**src/rtl/event_scheduler.sv**
```systemverilog
// event_scheduler: round-robin serialiser of gated event pulses onto a
// single valid/ready report port, with one pending slot per channel.
module event_scheduler #(
  parameter int NUM_CH = 4,
  parameter int CNT_W  = 8
) (
  input  logic                      clk,
  input  logic                      reset,
  input  logic [NUM_CH-1:0]         ch_enable,
  input  logic [NUM_CH-1:0]         ev_in,
  input  logic                      clear_drop,
  input  logic                      out_ready,
  output logic                      out_valid,
  output logic [$clog2(NUM_CH)-1:0] out_ch,
  output logic [NUM_CH-1:0]         pending,
  output logic [CNT_W-1:0]          drop_cnt,
  output logic                      busy
);

  localparam int IDX_W = $clog2(NUM_CH);
  localparam int SUM_W = CNT_W + 5;

  logic [IDX_W-1:0]  ptr;
  logic [IDX_W-1:0]  ptr_next;
  logic [IDX_W-1:0]  winner;
  logic [IDX_W-1:0]  idx;
  logic [IDX_W-1:0]  out_ch_next;
  logic [NUM_CH-1:0] pend_eff;
  logic [NUM_CH-1:0] acc;
  logic [NUM_CH-1:0] consumed;
  logic [NUM_CH-1:0] drop;
  logic [NUM_CH-1:0] pending_next;
  logic              found;
  logic              load;
  logic              out_valid_next;
  logic [SUM_W-1:0]  sum;
  logic [CNT_W-1:0]  drop_next;

  assign pend_eff = pending & ch_enable;
  assign acc      = ev_in & ch_enable;
  assign load     = (!out_valid || out_ready) && (|pend_eff);

  // search starts at ptr and wraps, so the last winner goes to the back
  always_comb begin
    winner = '0;
    found  = 1'b0;
    idx    = '0;
    for (int k = 0; k < NUM_CH; k++) begin
      idx = IDX_W'((int'(ptr) + k) % NUM_CH);
      if (!found && pend_eff[idx]) begin
        winner = idx;
        found  = 1'b1;
      end
    end
  end

  assign consumed = load ? (NUM_CH'(1) << winner) : '0;

  assign pending_next = ch_enable & ((pending & ~consumed) | acc);
  assign drop         = acc & pending & ~consumed;

  always_comb begin
    out_valid_next = out_valid;
    out_ch_next    = out_ch;
    ptr_next       = ptr;
    if (load) begin
      out_valid_next = 1'b1;
      out_ch_next    = winner;
      ptr_next       = (winner == IDX_W'(NUM_CH - 1)) ?
                       '0 : winner + IDX_W'(1);
    end else if (out_ready) begin
      out_valid_next = 1'b0;
    end
  end

  // wide sum lets overflow show in the top bits before saturating
  always_comb begin
    sum = SUM_W'(drop_cnt);
    for (int i = 0; i < NUM_CH; i++) begin
      sum = sum + SUM_W'(drop[i]);
    end
    if (clear_drop) begin
      drop_next = '0;
    end else if (|sum[SUM_W-1:CNT_W]) begin
      drop_next = '1;
    end else begin
      drop_next = sum[CNT_W-1:0];
    end
  end

  always_ff @(posedge clk or posedge reset) begin
    if (reset) begin
      pending   <= '0;
      out_valid <= 1'b0;
      out_ch    <= '0;
      drop_cnt  <= '0;
      ptr       <= '0;
    end else begin
      pending   <= pending_next;
      out_valid <= out_valid_next;
      out_ch    <= out_ch_next;
      drop_cnt  <= drop_next;
      ptr       <= ptr_next;
    end
  end

  assign busy = (|pending) | out_valid;

endmodule

```
**config.mk**
```make
export PLATFORM = sky130hd
export DESIGN_NAME = event_scheduler
export DESIGN_NICKNAME = d
export VERILOG_FILES = /design/src/rtl/event_scheduler.sv
export SDC_FILE = /design/constraint.sdc
export NUM_CORES = 1
export LEC_CHECK = 0
export CORE_MARGIN = 4
export CORE_UTILIZATION = 44
export CTS_BUF_LIST = sky130_fd_sc_hd__clkbuf_4 sky130_fd_sc_hd__clkbuf_8
export DETAILED_ROUTE_END_ITERATION = 16
export PLACE_DENSITY = 0.77
export SYNTH_ARGS = -nofsm -noshare
export SYNTH_HDL_FRONTEND = slang
export SYNTH_SLANG_ARGS = --single-unit
export TNS_END_PERCENT = 100
```
**constraint.sdc**
```tcl
create_clock -name clk -period 3.55 [get_ports clk]
set_input_delay 0.5325 -clock clk [delete_from_list [all_inputs] [get_ports clk]]
set_output_delay 0.5325 -clock clk [all_outputs]
set_load 0.02 [all_outputs]
```
==> results of run 1 <==
## registers in the layout, indices dropped and copies added (netlist names)
register and count:
ptr 2, drop_cnt 8, out_valid 1, out_ch 2, pending 4
## synth_stat cells (2+ instances only)
cell type,n,area share [%]
fa_1,3,6.0
mux2_4,2,3.0
nand2_1,11,4.1
xor2_1,2,1.7
inv_1,10,3.7
nand4_1,2,1.2
o21ai_0,2,1.0
ha_1,5,6.2
dfrtp_1,17,42
nor3_1,2,1.0
nor2_1,2,0.75
a21oi_1,14,7.0
and2_1,2,1.2
a21o_1,5,3.7
## layout make-up
cell class | count | area (µm²)
sequential | 17 | 427
clock buffer | 4 | 30.0
timing repair buffer | 49 | 430
multi-input combinational | 70 | 618
fill | 162 | 613
inverter | 10 | 37.5
tap | 28 | 35.0
## worst min-delay path by stage
stage | start | endpoint | slack, ns | cells after the start
floorplan | reset | drop_cnt[0] | 0.46 | 1
global placement | out_ch[0] | out_ch[0] | 0.49 | 1
detailed placement | out_ch[1] | out_ch[1] | 0.50 | 1
CTS | out_ch[0] | out_ch[0] | 0.53 | 1
global route | ch_enable[2] | pending[2] | 0.50 | 2
finish | ch_enable[1] | pending[1] | 0.50 | 2
## metal layers
metal | part of all wire [%] | GRT usage (%) | routed length [µm] | up-vias
met5 | 0 | 0 | 0 | -
met4 | 2.3 | 8.68 | 61 | 0
met3 | 4.7 | 3.94 | 123 | 8
met2 | 53 | 29.2 | 1380 | 31
met1 | 40 | 20.0 | 1060 | 436
li1 | - | - | - | 453
## power breakdown
part           internal (mW)  switching, mW  total [mW]
Combinational          0.145          0.138       0.283
Clock                 0.0513         0.0597       0.111
Sequential             0.223         0.0280       0.251
## repair_timing
action                     CTS  global route
hold buffers                 0             0
resized for setup           16            16
pin swaps                   13            17
setup buffers                1             1
setup endpoints to repair    8             8
hold endpoints to repair     0             0
## stage by stage
step                      instance area [µm²]  setup WS (ns)  utilization [%]  hold WS [ns]  cells
final                                    1580         0.0219             72.0         0.499    178
after global routing                     1580         -0.165             72.0         0.496    178
after CTS                                1530        0.00124             69.8         0.526    177
after detailed placement                 1460         -0.669             66.6         0.500    172
after global placement                   1460         -0.499             66.6         0.493    172
after floorplan                          1010         0.0434                -         0.459     98
## worst max-delay path: cells and delay by family (launching register included)
| family | cells | cell delay [ns] |
|---|---|---|
| compound gates | 5 | 0.99 |
| fa+ha+maj | 4 | 1.31 |
| buf+inv | 2 | 0.15 |
| flops | 1 | 0.43 |
| simple gates | 3 | 0.58 |
## cell families after synthesis
family	after synthesis	share of synthesized area (%)
and+or+nand+nor	26	13.3
DFF	17	42.3
muxes	2	2.99
xor gates and xnor gates	3	2.62
AOI/OAI and AO/OA	31	22.4
buffers and inverters	11	4.11
adders and majority gates	8	12.2
==> metrics.txt, run 1 <==
Setup crit end kind=flip-flop; RSZ-0062 raised after global routing=yes; initial antenna violation count=0; WS Path Type=flip-flop to flip-flop; CTS tree=built; data required time of the worst path=3.76 ns; CP cell instances=a32o_1 -> a21o_1 -> a21oi_2 -> inv_2 -> ha_4 -> a21oi_4 -> nand2_2 -> fa_1 -> fa_2 -> inv_2 -> fa_2 -> and4_4 -> nand4_1 -> a21oi_1; fraction of layout cells with a size suffix above 1=36.7%; commonest cells after routing, fill and taps aside=clkdlybuf4s50_1, buf_4, dfrtp_1; die width=55.8 µm; ANT nets after route=0; Vias per Instance=5.21; Initial Utilization=45.9%; worst-margin pin slew=0.648 ns; Data arrival, critical path=~3.7 ns; Core Region=0.00219 mm²; I/O pin total=28; num rows=17; Clock Skew=0.000725 ns; sequential fraction of the synthesis area=42.3%; worst r2r src=ptr[1]; Sink Count=17; Final Hold Fails=0; internal reg-to-reg setup slack=around 0.022 ns; crit-path max FO=6; first-pass GRT wire length=4.32 mm; area delta synth->final=57.0%; post-DP HPWL=1.94 mm; FFs w/ async S/R, synth=100%; Post-Syn Area=0.00100 mm²; CP max stage cell=fa_1; CTS H-tree lvls=1; overall routed net length=between 2 and 3 mm; root buf cell=clkbuf_4; Clock Tree Buf Depth=2; worst reg-to-reg path cell count=14; via count=928; Tcrit/Tclk final=99.4%; min-delay worst type=primary input to flip-flop; Initial DRT Pass Iterations=4; Pwr Total=645 µW; Avg WL per Cell=14.8 µm; Synth Register Bits=17; clock-pin slew on the worst setup and hold paths=~0.10 ns; vias in the first global route=985; Mean Syn Cell Area=just over 10 µm²; Skew-Pair Late Insertion Delay=0.29 ns; reg2reg end=drop_cnt[4]; Startpoint Class=flip-flop; yosys synthesis warning count=0; leakage power=0.712 nW; Slew Viols, Final=0; synthesized netlist cell count=98; setup tns final=0 ns; most common cell after layout, fill and taps aside=clkdlybuf4s50_1; drc violations=0; crit path capture=drop_cnt[4]; Top FF cell, synth=dfrtp_1; Final #Nets=around 170; pin count of the biggest net entering global routing=18; global-route usage over all layers=17.2%; Synth Net Count=118; Final setup viols=0; relative slew slack=between 50% and 60%; Max stage delay on crit path=0.52 ns; Max-cap violations=0; gr ovfl total=0; PortBufs=27; Post-synth EDFFs=0; PwrDens=just over 400 mW/mm²; Antenna Cells=0; number of CTS-inserted buffers=3; worst vdd ir=0.317 mV; die height=55.8 µm; fin crit period=3.53 ns; Synth cell types=33; status=completed; DR iter-0 viols=13; die footprint=between 0.003 and 0.004 mm²; max frequency=0.283 GHz; Final GP Congestion=0.860; CP Launch Point=ptr[1]
Power figures use the tool's default switching activity.
==> run 2: changes to the inputs <==
--- a/config.mk
+++ b/config.mk
@@ -10,6 +10,7 @@
 export CTS_BUF_LIST = sky130_fd_sc_hd__clkbuf_4 sky130_fd_sc_hd__clkbuf_8
 export DETAILED_ROUTE_END_ITERATION = 16
 export PLACE_DENSITY = 0.77
+export SLEW_MARGIN = 25
 export SYNTH_ARGS = -nofsm -noshare
 export SYNTH_HDL_FRONTEND = slang
 export SYNTH_SLANG_ARGS = --single-unit
==> results of run 2 <==
Same layout as run 1: the final DEF is identical, and so are final timing and power.
==> run 3: changes to the inputs <==
--- a/config.mk
+++ b/config.mk
@@ -6,10 +6,10 @@
 export NUM_CORES = 1
 export LEC_CHECK = 0
 export CORE_MARGIN = 4
-export CORE_UTILIZATION = 44
+export CORE_UTILIZATION = 39
 export CTS_BUF_LIST = sky130_fd_sc_hd__clkbuf_4 sky130_fd_sc_hd__clkbuf_8
 export DETAILED_ROUTE_END_ITERATION = 16
-export PLACE_DENSITY = 0.77
+export PLACE_DENSITY = 0.7
 export SLEW_MARGIN = 25
 export SYNTH_ARGS = -nofsm -noshare
 export SYNTH_HDL_FRONTEND = slang
==> run 3 against run 2 <==
Effect of this change:
- final cell count increased by 2.2%
- sequential cell count unchanged
- clock skew hardly changed
- maximum frequency increased by 3.1%
- utilization fell by 8.0 points
- die area is 11% higher
- critical path depth is 2 higher
- first-iteration DRC count rose by 62%
- critical endpoint is now drop_cnt[0]
- largest power group unchanged
==> metrics.txt, run 3 (synthesis gave the netlist of run 1 again) <==
global-route usage over all layers=16.1% (was 17.2%); WHS Endpoint=out_ch[1] (was pending[1]); Largest Register=drop_cnt (unchanged); fin crit period=3.42 ns (was 3.53 ns); fill cell total of the finished layout=214 (was 162); internal reg-to-reg setup slack=0.15 ns (was 0.02 ns); die height=58.8 µm (was 55.8 µm); number of CTS-inserted buffers=3 (unchanged); Core Region=0.00248 mm² (was 0.00219 mm²); status=completed (unchanged); worst vdd ir=0.253 mV (was 0.317 mV); die footprint=0.00345 mm² (was 0.00311 mm²); via count=929 (was 928); area delta synth->final=57.9% (was 57.0%); Largest register FFs=8 (unchanged); I/O pin total=28 (unchanged); WS Path Type=primary input to flip-flop (was flip-flop to flip-flop); die width=58.8 µm (was 55.8 µm); crit-path max FO=6 (unchanged); pin count of the biggest net entering global routing=18 (unchanged); clock-pin slew on the worst setup and hold paths=0.10 ns (about the same); most common cell after layout, fill and taps aside=clkdlybuf4s50_1 (unchanged); largest registers=drop_cnt x8, pending x4 (unchanged); Sink Count=17 (unchanged); gr ovfl total=0 (unchanged); Skew-Pair Late Insertion Delay=0.28 ns (was 0.29 ns); reg2reg end=drop_cnt[0] (was drop_cnt[4]); data required time of the worst path=3.76 ns (about the same); Avg WL per Cell=14.8 µm (about the same); dpl ws=-0.612 ns (was -0.669 ns); Hold Worst Slack=0.519 ns (was 0.499 ns); CTS H-tree lvls=1 (unchanged); ANT nets after route=0 (unchanged); PwrDens=402 mW/mm² (was 409 mW/mm²); root buf cell=clkbuf_4 (unchanged); Clock Skew=0.000512 ns (was 0.000725 ns); Setup crit end kind=flip-flop (unchanged); Startpoint Class=primary input (was flip-flop); min-delay worst type=flip-flop to flip-flop (was primary input to flip-flop); Vias per Instance=5.10 (was 5.21); commonest cells after routing, fill and taps aside=clkdlybuf4s50_1, buf_4, dfrtp_1 (unchanged); Initial DRT Pass Iterations=4 (unchanged); Setup WS post-layout=0.129 ns (was 0.0219 ns); Final #Nets=173 (was 171); worst r2r src=pending[1] (was ptr[1]); post-DP HPWL=1.99 mm (was 1.94 mm); cts hold-fix bufs=0 (unchanged); max frequency=0.292 GHz (was 0.283 GHz); fraction of layout cells with a size suffix above 1=35.5% (was 36.7%); vias in the first global route=992 (was 985); worst reg-to-reg path cell count=15 (was 14); DR iter-0 viols=21 (was 13); overall routed net length=2.69 mm (was 2.63 mm); area of the multi-input gates=597 µm² (was 618 µm²); Final Hold Fails=0 (unchanged); first-pass GRT wire length=4.31 mm (was 4.32 mm); Clock Tree Buf Depth=2 (unchanged); initial antenna violation count=0 (unchanged); drc violations=0 (unchanged); Final setup viols=0 (unchanged); leakage power=0.723 nW (was 0.712 nW); worst-margin pin slew=0.670 ns (was 0.648 ns); relative slew slack=55.3% (was 56.7%); Final GP Congestion=0.804 (was 0.860); PortBufs=27 (unchanged); Max-cap violations=0 (unchanged); hold-critical path depth=1 (was 2); Antenna Cells=0 (unchanged); num rows=18 (was 17); Reg area=425 µm² (was 427 µm²); Worst Min Path Start=out_ch[1] (was ch_enable[1]); Tcrit/Tclk final=96.4% (was 99.4%); Initial Utilization=40.6% (was 45.9%); Data arrival, critical path=3.63 ns (was 3.74 ns); Slew Viols, Final=0 (unchanged); CTS tree=built (unchanged)
[run 3: changes by cell type in the layout (fill, tap and decap cells not counted), moves of 2 or more]
| cell | previous run | this run |
|---|---|---|
| clkbuf_2 | 2 | 0 |
| inv_1 | 7 | 9 |
| ha_2 | 0 | 2 |
| clkdlybuf4s15_1 | 0 | 2 |
| a21oi_1 | 7 | 5 |
| a21oi_2 | 7 | 10 |
| inv_2 | 3 | 1 |
| ha_4 | 2 | 0 |
[run 3: area by class of cell]
cell class              instances  area share [%]
well taps                      30            2.37
repair buffers                 51            28.9
multi-input cells              70            37.6
inverters                      10            2.37
flip-flops and latches         17            26.8
clock buffers                   4            1.89
[run 3: power breakdown]
part,total [mW],switching [mW],internal (mW)
Combinational,0.280,0.132,0.148
Clock,0.110,0.0589,0.0512
Sequential,0.248,0.0251,0.223
Total,0.638,0.216,0.422
[run 3: worst max-delay path: stages]
cell	delay, ns
clkdlybuf4s15_1	0.20
a32o_2	0.25
a21o_1	0.17
a21oi_2	0.15
inv_1	0.08
ha_2	0.19
a21oi_2	0.14
nand2_1	0.09
fa_1	0.50
fa_2	0.39
inv_2	0.06
fa_2	0.21
and4_4	0.24
nand4_1	0.12
buf_6	0.17
a21oi_2	0.12
[run 3: routing by layer]
metal  GRT usage (%)  wire length [µm]
met3            2.41               101
met4            8.09                88
met1            18.8              1130
met5               0                 0
met2            28.4              1370
[run 3: per-stage QoR]
step / util, % / cells / TNS, ns / power [mW] / area [µm²]
2_1_floorplan: - / 98 / 0 / 0.380 / 1010
5_1_grt: 64.0 / 182 / -0.0450 / 0.674 / 1590
6_report: 64.0 / 182 / 0 / 0.638 / 1590
4_1_cts: 62.0 / 180 / 0 / 0.630 / 1540
3_5_place_dp: 59.3 / 175 / -4.62 / 0.508 / 1470
3_3_place_gp: 59.3 / 175 / -3.74 / 0.503 / 1470
[run 3: repair_timing]
item / 4_1_cts / 5_1_grt
setup endpoints to repair: 8 / 7
setup buffers: 1 / 2
pin swaps: 11 / 14
resized for setup: 14 / 12
[run 3: worst max path at each step]
stage / cells after the start / slack (ns) / start / end
floorplan: 14 / 0.04 / pending[0] / drop_cnt[0]
global placement: 16 / -0.50 / ch_enable[0] / drop_cnt[1]
detailed placement: 15 / -0.61 / ch_enable[0] / drop_cnt[5]
CTS: 15 / 0.01 / ch_enable[2] / drop_cnt[5]
global route: 16 / -0.03 / ch_enable[0] / drop_cnt[1]
finish: 16 / 0.13 / ch_enable[0] / drop_cnt[0]
